==> src/rtl/pipe_adder_pkg.sv <==
// Shared constants and configuration helpers for the pipelined adder.
package pipe_adder_pkg;

    localparam int unsigned DEF_WIDTH  = 32;
    localparam int unsigned DEF_STAGES = 4;

    // Width of the slice each pipeline stage adds.
    function automatic int unsigned seg_width(input int unsigned width, input int unsigned stages);
        return (stages == 0) ? 0 : width / stages;
    endfunction

    // True when the width splits evenly into a non-zero number of stages.
    function automatic bit cfg_ok(input int unsigned width, input int unsigned stages);
        return (width >= 1) && (stages >= 1) && ((width % stages) == 0);
    endfunction

endpackage

==> src/rtl/adder_seg.sv <==
// Combinational SEG-bit ripple-carry segment built from full-adder cells.
module adder_seg #(
    parameter int unsigned SEG = 8
) (
    input  logic [SEG-1:0] a,
    input  logic [SEG-1:0] b,
    input  logic           ci,
    output logic [SEG-1:0] sum_c,
    output logic           co_c
);

    logic [SEG:0] carry;

    assign carry[0] = ci;

    // Ripple chain: carry out of bit i feeds bit i+1.
    for (genvar i = 0; i < SEG; i++) begin : g_bit
        full_adder u_fa (
            .a    (a[i]),
            .b    (b[i]),
            .ci   (carry[i]),
            .s_c  (sum_c[i]),
            .co_c (carry[i+1])
        );
    end

    assign co_c = carry[SEG];

endmodule

==> src/rtl/full_adder.sv <==
// Single-bit full-adder cell.
module full_adder (
    input  logic a,
    input  logic b,
    input  logic ci,
    output logic s_c,
    output logic co_c
);

    assign s_c  = a ^ b ^ ci;
    assign co_c = (a & b) | (ci & (a ^ b));

endmodule

==> src/rtl/pipe_adder.sv <==
// Pipelined ripple-carry adder: WIDTH-bit add split over STAGES registered
// segments with a global valid/ready stall.
// Optional signed-overflow output enabled by defining PIPE_ADDER_OVF_EN.
module pipe_adder
    import pipe_adder_pkg::*;
#(
    parameter int unsigned WIDTH  = DEF_WIDTH,
    parameter int unsigned STAGES = DEF_STAGES
) (
    input  logic             clk,
    input  logic             rst_n,
    input  logic             in_valid,
    output logic             in_ready,
    input  logic [WIDTH-1:0] a,
    input  logic [WIDTH-1:0] b,
    input  logic             cin,
    output logic             out_valid,
    input  logic             out_ready,
    output logic [WIDTH-1:0] sum,
    output logic             cout
`ifdef PIPE_ADDER_OVF_EN
    ,
    output logic             ovf
`endif
);

    localparam int unsigned SEG  = seg_width(WIDTH, STAGES);
    localparam int unsigned LAST = STAGES - 1;
    localparam int unsigned MSB  = WIDTH - 1;

    // Reject configurations that do not split evenly.
    if (!cfg_ok(WIDTH, STAGES)) begin : g_cfg_err
        $error("pipe_adder: WIDTH must be >= 1 and divisible by STAGES >= 1");
    end

    // Per-stage registers: valid, carry, operand skew and partial sum.
    logic             v_q [STAGES];
    logic             c_q [STAGES];
    logic [WIDTH-1:0] a_q [STAGES];
    logic [WIDTH-1:0] b_q [STAGES];
    logic [WIDTH-1:0] s_q [STAGES];

    // Per-stage inputs and next values.
    logic             v_in    [STAGES];
    logic             c_in    [STAGES];
    logic [WIDTH-1:0] a_in    [STAGES];
    logic [WIDTH-1:0] b_in    [STAGES];
    logic [WIDTH-1:0] s_in    [STAGES];
    logic [SEG-1:0]   seg_sum [STAGES];
    logic             seg_co  [STAGES];
    logic [WIDTH-1:0] s_nxt   [STAGES];

    logic adv_c;

    // Whole pipe advances unless a presented result is being held back.
    assign adv_c    = !v_q[LAST] || out_ready;
    assign in_ready = adv_c;

    for (genvar k = 0; k < STAGES; k++) begin : g_stage
        // Stage 0 takes the ports; later stages take the previous register.
        if (k == 0) begin : g_head
            assign v_in[k] = in_valid;
            assign c_in[k] = cin;
            assign a_in[k] = a;
            assign b_in[k] = b;
            assign s_in[k] = '0;
        end else begin : g_body
            assign v_in[k] = v_q[k-1];
            assign c_in[k] = c_q[k-1];
            assign a_in[k] = a_q[k-1];
            assign b_in[k] = b_q[k-1];
            assign s_in[k] = s_q[k-1];
        end

        adder_seg #(
            .SEG (SEG)
        ) u_seg (
            .a     (a_in[k][k*SEG +: SEG]),
            .b     (b_in[k][k*SEG +: SEG]),
            .ci    (c_in[k]),
            .sum_c (seg_sum[k]),
            .co_c  (seg_co[k])
        );

        // Slices k and above of the incoming partial sum are still zero.
        assign s_nxt[k] = s_in[k] | (WIDTH'(seg_sum[k]) << (k * SEG));
    end

    // Stage registers: cleared on reset, frozen together when stalled.
    always_ff @(posedge clk) begin
        if (!rst_n) begin
            for (int unsigned k = 0; k < STAGES; k++) begin
                v_q[k] <= 1'b0;
                c_q[k] <= 1'b0;
                a_q[k] <= '0;
                b_q[k] <= '0;
                s_q[k] <= '0;
            end
        end else if (adv_c) begin
            for (int unsigned k = 0; k < STAGES; k++) begin
                v_q[k] <= v_in[k];
                c_q[k] <= seg_co[k];
                a_q[k] <= a_in[k];
                b_q[k] <= b_in[k];
                s_q[k] <= s_nxt[k];
            end
        end
    end

    assign out_valid = v_q[LAST];
    assign sum       = s_q[LAST];
    assign cout      = c_q[LAST];

`ifdef PIPE_ADDER_OVF_EN
    logic ovf_q;

    // Signed overflow from the operand MSBs that travelled with the item.
    always_ff @(posedge clk) begin
        if (!rst_n) begin
            ovf_q <= 1'b0;
        end else if (adv_c) begin
            ovf_q <= (a_in[LAST][MSB] == b_in[LAST][MSB]) &&
                     (s_nxt[LAST][MSB] != a_in[LAST][MSB]);
        end
    end

    assign ovf = ovf_q;
`endif

endmodule

==> config.mk <==
export PLATFORM = sky130hd
export DESIGN_NAME = pipe_adder
export DESIGN_NICKNAME = d
export VERILOG_FILES = /design/src/rtl/pipe_adder_pkg.sv /design/src/rtl/adder_seg.sv /design/src/rtl/full_adder.sv /design/src/rtl/pipe_adder.sv
export SDC_FILE = /design/constraint.sdc
export NUM_CORES = 1
export LEC_CHECK = 0
export ABC_AREA = 1
export CAP_MARGIN = 20
export CORE_MARGIN = 3
export CORE_UTILIZATION = 35
export CTS_CLUSTER_DIAMETER = 80
export DETAILED_ROUTE_END_ITERATION = 12
export SLEW_MARGIN = 20
export SYNTH_ARGS = -nofsm -noshare
export SYNTH_HDL_FRONTEND = slang
export SYNTH_SLANG_ARGS = --single-unit
export TNS_END_PERCENT = 10
==> constraint.sdc <==
create_clock -name clk -period 12.1 [get_ports clk]
set_input_delay 3.63 -clock clk [delete_from_list [all_inputs] [get_ports clk]]
set_output_delay 3.63 -clock clk [all_outputs]
set_load 0.005 [all_outputs]
==> impl_metrics.yaml, run 1 <==
clock_network:
  cts_buffers: 17
  cts.clk_slew.worst_paths_ns: 0.07
  cts_hold_buffers: 0
  root_buffer: "clkbuf_16"
  clkLatencyLatePin_ns: 0.42
  cts_tree: "done"
  htreeDepth: 4
  cts.sinks: 184
  clock_path_buffers: 2
  post-cts-setup-buffer-count: 0
  cts_resized: 0
final_layout:
  area_growth_syn_to_layout_pct: 23.0
  final_cell_mix: "199 x inv_1, 178 x edfxtp_1, 103 x clkdlybuf4s50_1, 90 x nor2_2, 88 x nor2_1"
  final_common_cell: "inv_1"
  final_net_count: 842
  fillers: 2069
  drive_above_1_share_pct: 16.8
  multi_input_area_um2: 1670
  seq_area_um2: 5470
pwr:
  powerDensity_nw_per_um2: 142
  p_total_mw: 1.41
  vdd_drop_max_v: 0.0000748
  leakagePower_nw: 4.17
sta:
  layout_min_cycle_time_ns: 8.49
  tightest_slew_ns: 0.963
  setup_viol: 0
  min_period_over_period_pct: 70.1
  skew_ns: 0.0106
  maxSlewHeadroom_pct: 35.8
  hold_slack_ns: 0.474
  slew_violations: 0
  final.setup.tns_ns: 0
  rsz0062_at_grt: "no"
  hold_viol_final: 0
  fmax_mhz: 118
synthesis:
  synth_nets: 737
  synth_area_leader_cell: "edfxtp_1"
  ys_ff_latch: 184
  yosys_warnings: 0
  synth_cell_type_count: 15
  syn_inst: 636
  yosysSeqAreaShare_pct: 67.8
  syn_avg_cell_area_um2: 12.7
  synthesis.area_um2: 8070
  synth_area_leaders: "edfxtp_1 66%, inv_1 9.3%, fa_1 7.9%"
  yosysTopAreaCellShare_pct: 66.3
placed_design:
  place_hpwl_um: 7580
  gp_congestion: 0.766
  port-buffer-count: 103
setup_path:
  critical_path_required_ns: 8.47
  critPathBufInv: 3
  cpLargestDelayFamily: "buffers and inverters"
  cp_slowest_cell: "clkdlybuf4s50_1"
  path_cells: "clkdlybuf4s50_1 -> inv_2 -> nand2_4 -> clkdlybuf4s50_1"
  crit_path_end_kind: "output pin"
  startpoint_type: "primary input"
  cpPeakStageDelay_ns: 0.52
  crit_path_frequent_cell: "clkdlybuf4s50_1"
  path_class: "primary input to output pin"
  arrival_ns: 4.86
  path_max_fanout: 8
floorplan:
  start_util_pct: 36.3
  io_pins: 104
  rows: 54
  die_w_um: 158
  core_area_um2: 22200
  design.die.area_um2: 24900
  die-height_um: 158
detailed_routing:
  routed_wl_um: 11700
  viasPerCell: 4.04
  drt_iter0_drc: 163
  drc_errors: 0
  drt_pre_antenna_iters: 4
  postRouteAntennaNets: 0
  wl_per_cell_um: 11.3
  vias: 4179
outcome:
  status: "finished clean"
run:
  maxCapViolCount: 0
global_route:
  gr-usage-all-layers_pct: 10.0
  antenna_found_initial: 0
  grt_pass1_wl_um: 19000
  grt_pass1_vias: 3958
  grt_max_degree: 129
  grt_overflow: 0
min_path:
  hold_class: "flip-flop to flip-flop"
-- kinds of logic (layout without fill, tap and decap cells) --
group	after synthesis	count (layout)	synth area share [%]
adder cells (fa/ha/maj)	32	32	7.94
buffers and inverters	221	339	11.8
AND/OR/NAND/NOR	199	199	12.5
flip-flops	184	184	67.8
other	0	1	0
-- path summary, 6_finish.rpt --
kind / startpoint / end / cells past startpoint / slack (ns)
max reg2reg: c_q[2] / s_q[3][31] / 12 / 7.78
min reg2reg: v_q[0] / v_q[1] / 2 / 0.47
min: v_q[0] / v_q[1] / 2 / 0.47
max: out_ready / in_ready / 4 / 3.61
-- routing by layer --
metal | global-route usage (%) | share of wire, % | routed length (µm)
met4 | 4.50 | 1.6 | 192
met1 | 10.6 | 39 | 4570
met3 | 2.49 | 3.0 | 357
met2 | 18.7 | 56 | 6620
met5 | 0 | 0 | 0
-- sequential cells by signal (all words and copies together), names as in the netlist --
register	cells
b_q	48
a_q	48
v_q	4
s_q	80
c_q	4
-- tightest hold or removal path, stage by stage, from the launching register on --
cell     delay (ns)
dfxtp_1        0.31
nand3_1        0.07
nand2_1        0.05
-- final cells by class --
class                   instances  share of cell area (%)
diodes                          1                  0.0252
repair buffers                107                    10.9
flip-flops and latches        184                    55.1
clock buffers                  17                    4.29
inverters                     200                    7.57
clock inverters                15                    1.72
multi-input cells             231                    16.9
well taps                     280                    3.53
-- cell usage after synthesis --
cell type / count
buf_2: 6
buf_4: 1
buf_6: 13
buf_8: 1
dfxtp_1: 6
edfxtp_1: 178
fa_1: 32
inv_1: 199
inv_2: 1
nand2_1: 6
nand2_4: 2
nand3_1: 7
nand4_1: 6
nor2_1: 88
nor2_2: 90
-- through the flow --
step                instance area (µm²)  worst slack [ns]  instances  utilization (%)
global route                       9920              3.58       1034             44.6
global placement                   9290              3.62       1001             41.8
finish                             9920              3.61       1035             44.6
CTS                                9920              3.61       1034             44.6
detailed placement                 9320              3.61       1002             41.9
floorplan                          8070              2.46        636                -
-- power by group --
group / leakage [nW] / switching (mW) / internal [mW]
sequential: 2.16 / 0.0119 / 0.738
combinational: 1.72 / 0.0518 / 0.0533
clock: 0.288 / 0.245 / 0.310
(Power assumes the default switching activity.)
==> inputs of run 2 (changes only) <==
clock period = 7.2 ns   (was 12.1 ns; I/O delays follow)
==> impl_metrics.yaml, run 2 (synthesis gave the netlist of run 1 again) <==
pwr:
  intPower_mw: 1.80
  p_total_mw: 2.29
  switching_share_pct: 21.4
  p_sw_mw: 0.491
  p_comb_share_pct: 7.8
  p_seq_share_pct: 54.9
  leakagePower_nw: 4.15
  vdd_drop_max_v: 0.000122
  powerDensity_nw_per_um2: 232
  clkPwrFrac_pct: 37.3
sta:
  final.setup.tns_ns: 0
  tightest_slew_ns: 0.947
  skew_ns: 0.00679
  rsz0062_at_grt: "no"
  min_period_over_period_pct: 78.5
  setup_viol: 0
  slew_violations: 0
  fin_ws_ns: 1.55
  layout_min_cycle_time_ns: 5.65
  maxSlewHeadroom_pct: 36.9
  fmax_mhz: 177
  hold_viol_final: 0
final_layout:
  final_util_pct: 44.4
  final_common_cell: "inv_1"
  final_net_count: 844
  drive_above_1_share_pct: 16.7
  regMostFlops: "s_q"
  area_growth_syn_to_layout_pct: 22.5
  num_antenna_cells: 0
  fillers: 2029
  largest_registers: "s_q x80, a_q x48, b_q x48"
  finalNonFillerCells: 1036
  final_cell_mix: "199 x inv_1, 178 x edfxtp_1, 103 x clkdlybuf4s50_1, 90 x nor2_2, 88 x nor2_1"
  seq_area_um2: 5470
  multi_input_area_um2: 1670
  largest_register_ffs: 80
floorplan:
  rows: 54
  start_util_pct: 36.3
  core_area_um2: 22200
  die-height_um: 158
  io_pins: 104
  design.die.area_um2: 24900
  die_w_um: 158
placed_design:
  place_hpwl_um: 7340
  port-buffer-count: 103
  post-place-ws_ns: 1.11
  gp_congestion: 0.686
  dp.cells: 1003
min_path:
  hp-start: "v_q[1]"
  hold_class: "flip-flop to flip-flop"
  hold_depth: 2
outcome:
  status: "finished clean"
detailed_routing:
  drt_iter0_drc: 171
  postRouteAntennaNets: 0
  routed_wl_um: 11600
  vias: 4115
  viasPerCell: 3.97
  drc_errors: 0
  wl_per_cell_um: 11.2
  drt_pre_antenna_iters: 4
global_route:
  grt_pass1_wl_um: 19400
  grt_pass1_vias: 3993
  gr-usage-all-layers_pct: 10.1
  grt_max_degree: 122
  grt_overflow: 0
  antenna_found_initial: 0
setup_path:
  arrival_ns: 5.93
  r2r-end: "s_q[3][31]"
  critPathLaunch: "a[0]"
  rr_worst_depth: 12
  crit_path_end_kind: "flip-flop"
  r2r-start: "a_q[0][88]"
  critical_path_required_ns: 7.47
  path_max_fanout: 1
  path_class: "primary input to flip-flop"
  startpoint_type: "primary input"
  crit_end: "s_q[0][7]"
  rrSetupSlack_ns: 2.91
clock_network:
  cts_hold_buffers: 0
  cts.sinks: 184
  root_buffer: "clkbuf_16"
  clkLatencyLatePin_ns: 0.42
  htreeDepth: 4
  cts_resized: 0
  clock_path_buffers: 2
  cts.clk_slew.worst_paths_ns: 0.06
  post-cts-setup-buffer-count: 0
  cts_tree: "done"
  cts_buffers: 17
run:
  maxCapViolCount: 0
[run 2: cell types whose count changed in the layout (fill, tap and decap cells not counted)]
| cell | before | now |
|---|---|---|
| inv_6 | 4 | 1 |
| buf_12 | 0 | 2 |
| clkinv_1 | 3 | 5 |
| clkinv_2 | 0 | 2 |
| inv_8 | 2 | 0 |
| buf_16 | 1 | 0 |
| buf_4 | 3 | 4 |
| bufinv_16 | 2 | 1 |
| clkbuf_1 | 0 | 1 |
| clkinv_4 | 2 | 3 |
| clkinv_8 | 1 | 0 |
| clkinvlp_4 | 1 | 2 |
| diode_2 | 1 | 0 |
[run 2: worst min path at each step]
stage	to	slack [ns]
after floorplan	v_q[1]	0.44
after global placement	v_q[2]	0.46
after detailed placement	v_q[1]	0.47
after CTS	v_q[2]	0.48
after global routing	v_q[2]	0.52
final	v_q[2]	0.48
[run 2: per-stage QoR]
step / hold slack [ns] / cell area, µm²
floorplan: 0.443 / 8070
global placement: 0.460 / 9320
detailed placement: 0.467 / 9320
CTS: 0.479 / 9860
global route: 0.515 / 9880
finish: 0.476 / 9880
[run 2: power by group through the flow]
stage	clock, mW	combinational [mW]	sequential [mW]
after detailed placement	0	0.183	1.28
after global placement	0	0.180	1.28
after CTS	0.889	0.184	1.26
after floorplan	0	0.110	1.28
final	0.855	0.178	1.26
after global routing	0.930	0.208	1.27
[run 2: worst max-delay path, cell delays in order]
cell             delay (ns)
clkdlybuf4s50_1        0.43
fa_1                   0.44
fa_1                   0.39
fa_1                   0.39
fa_1                   0.41
fa_1                   0.38
inv_1                  0.08
fa_1                   0.16
inv_1                  0.05
fa_1                   0.41
inv_1                  0.11
fa_1                   0.41
nor2_1                 0.11
[run 2: area by class of cell]
| cell class | instances | area share, % |
|---|---|---|
| clock inverters | 14 | 1.10 |
| multi-input cells | 231 | 16.9 |
| flip-flops and latches | 184 | 55.3 |
| inverters | 200 | 7.60 |
| repair buffers | 109 | 11.1 |
| clock buffers | 18 | 4.34 |
| well taps | 280 | 3.55 |
[run 2: layer usage]
layer	share of wire, %	track usage, %	routed length, µm	vias up
li1	-	-	-	2118
met1	43	12.3	4960	1916
met2	51	16.9	5930	68
met3	3.2	2.62	372	13
met4	2.5	4.75	286	0
met5	0	0	0	-
==> inputs of run 3 (changes only) <==
clock period = 5.7 ns   (was 7.2 ns; I/O delays follow)
==> impl_metrics.yaml, run 3 (synthesis gave the netlist of run 1 again) <==
placed_design:
  post-place-ws_ns: 0.0872
  port-buffer-count: 103
  place_hpwl_um: 7220
  gp_congestion: 0.683
pwr:
  vdd_drop_max_v: 0.000174
  powerDensity_nw_per_um2: 294
  leakagePower_nw: 4.14
setup_path:
  crit_path_end_kind: "flip-flop"
  path_max_fanout: 1
  critical_path_required_ns: 5.96
  cp_slowest_cell: "fa_1"
  path_class: "primary input to flip-flop"
  startpoint_type: "primary input"
  cpLargestDelayFamily: "adder cells"
  crit_path_frequent_cell: "fa_1"
  arrival_ns: 5.42
  critPathBufInv: 4
  cpPeakStageDelay_ns: 0.44
  path_cells: "clkdlybuf4s50_1 -> fa_1 -> fa_1 -> fa_1 -> fa_1 -> fa_1 -> inv_1 -> fa_1 -> inv_1 -> fa_1 -> inv_1 -> fa_1 -> nor2_1"
clock_network:
  cts.sinks: 184
  clock_path_buffers: 2
  cts_resized: 0
  cts_buffers: 17
  clkLatencyLatePin_ns: 0.41
  cts_hold_buffers: 0
  cts_tree: "done"
  post-cts-setup-buffer-count: 0
  root_buffer: "clkbuf_16"
  cts.clk_slew.worst_paths_ns: 0.06
  htreeDepth: 4
floorplan:
  design.die.area_um2: 24900
  core_area_um2: 22200
  die-height_um: 158
  rows: 54
  io_pins: 104
  start_util_pct: 36.3
  die_w_um: 158
detailed_routing:
  drc_errors: 0
  topRoutingLayerUsed: "met4"
  wl_met1_um: 4770
  viasPerCell: 3.95
  drt_iter0_drc: 182
  routed_wl_um: 11300
  vias: 4093
  wl_per_cell_um: 10.9
  postRouteAntennaNets: 0
  route.met2.wl_um: 5990
  met3_length_um: 401
  drt_pre_antenna_iters: 4
global_route:
  grt_max_degree: 97
  grt_pass1_vias: 3900
  grt_overflow: 0
  gr-usage-all-layers_pct: 9.85
  antenna_found_initial: 0
  grt_pass1_wl_um: 18900
outcome:
  status: "finished clean"
sta:
  maxSlewHeadroom_pct: 51.6
  slew_violations: 0
  fmax_mhz: 194
  min_period_over_period_pct: 90.7
  skew_ns: 0.00674
  setup_viol: 0
  rsz0062_at_grt: "no"
  layout_min_cycle_time_ns: 5.17
  fin_ws_ns: 0.532
  tightest_slew_ns: 0.727
  hold_viol_final: 0
  final.setup.tns_ns: 0
final_layout:
  final_common_cell: "inv_1"
  largest_register_ffs: 80
  drive_above_1_share_pct: 16.7
  final_cell_mix: "199 x inv_1, 178 x edfxtp_1, 103 x clkdlybuf4s50_1, 90 x nor2_2, 88 x nor2_1"
  num_antenna_cells: 0
  area_growth_syn_to_layout_pct: 22.5
  largest_registers: "s_q x80, a_q x48, b_q x48"
  fillers: 2071
  seq_area_um2: 5470
  multi_input_area_um2: 1670
  final_net_count: 843
  regMostFlops: "s_q"
run:
  maxCapViolCount: 0
min_path:
  hold_class: "flip-flop to flip-flop"
## run 3: cell count changes in the layout (fill, tap and decap cells not counted)
cell	delta
buf_12	+1
inv_6	+1
clkinv_4	-3
clkinvlp_4	+3
buf_4	-2
clkinv_1	-3
clkbuf_1	+2
## run 3: stage by stage
| stage | hold slack, ns | util [%] | cell area [µm²] | instances | power [mW] |
|---|---|---|---|---|---|
| finish | 0.476 | 44.5 | 9880 | 1035 | 2.90 |
| global route | 0.504 | 44.5 | 9880 | 1035 | 3.05 |
| CTS | 0.482 | 44.5 | 9880 | 1035 | 2.95 |
| detailed placement | 0.473 | 42.0 | 9350 | 1003 | 1.85 |
| global placement | 0.457 | 42.0 | 9350 | 1003 | 1.84 |
| floorplan | 0.443 | - | 8070 | 636 | 1.76 |
## run 3: where the power goes
group,switching (mW),total (mW),internal [mW]
registers,0.0243,1.59,1.57
logic,0.110,0.224,0.114
clock network,0.488,1.09,0.600
total,0.622,2.90,2.28
## run 3: worst register-to-register path: cells and delay by family (launching register included)
family / cells / cell delay, ns
adders and majority gates: 8 / 3.38
buffers and inverters: 3 / 0.20
DFF: 1 / 0.40
and+or+nand+nor: 1 / 0.04
## run 3: cell type report
| class | count | share of cell area [%] |
|---|---|---|
| multi-input combinational | 231 | 16.9 |
| timing repair buffer | 108 | 11.2 |
| clock buffer | 20 | 4.42 |
| clock inverter | 12 | 1.04 |
| sequential | 184 | 55.3 |
| inverter | 200 | 7.59 |
| tap | 280 | 3.54 |
## run 3: metal layers
metal  vias to the layer above  global-route usage, %
met1                      1901                   11.9
met2                        66                   16.8
li1                       2116                      -
met5                         -                      0
met3                        10                   2.79
met4                         0                   3.72
## run 3: worst paths after layout
path	from	to	slack, ns	cells after the start
worst max-delay path	a[0]	s_q[0][7]	0.53	13
worst min-delay path	v_q[1]	v_q[1]	0.48	2
worst max register to register	a_q[0][88]	s_q[3][31]	1.42	12
worst min register to register	v_q[1]	v_q[1]	0.48	2
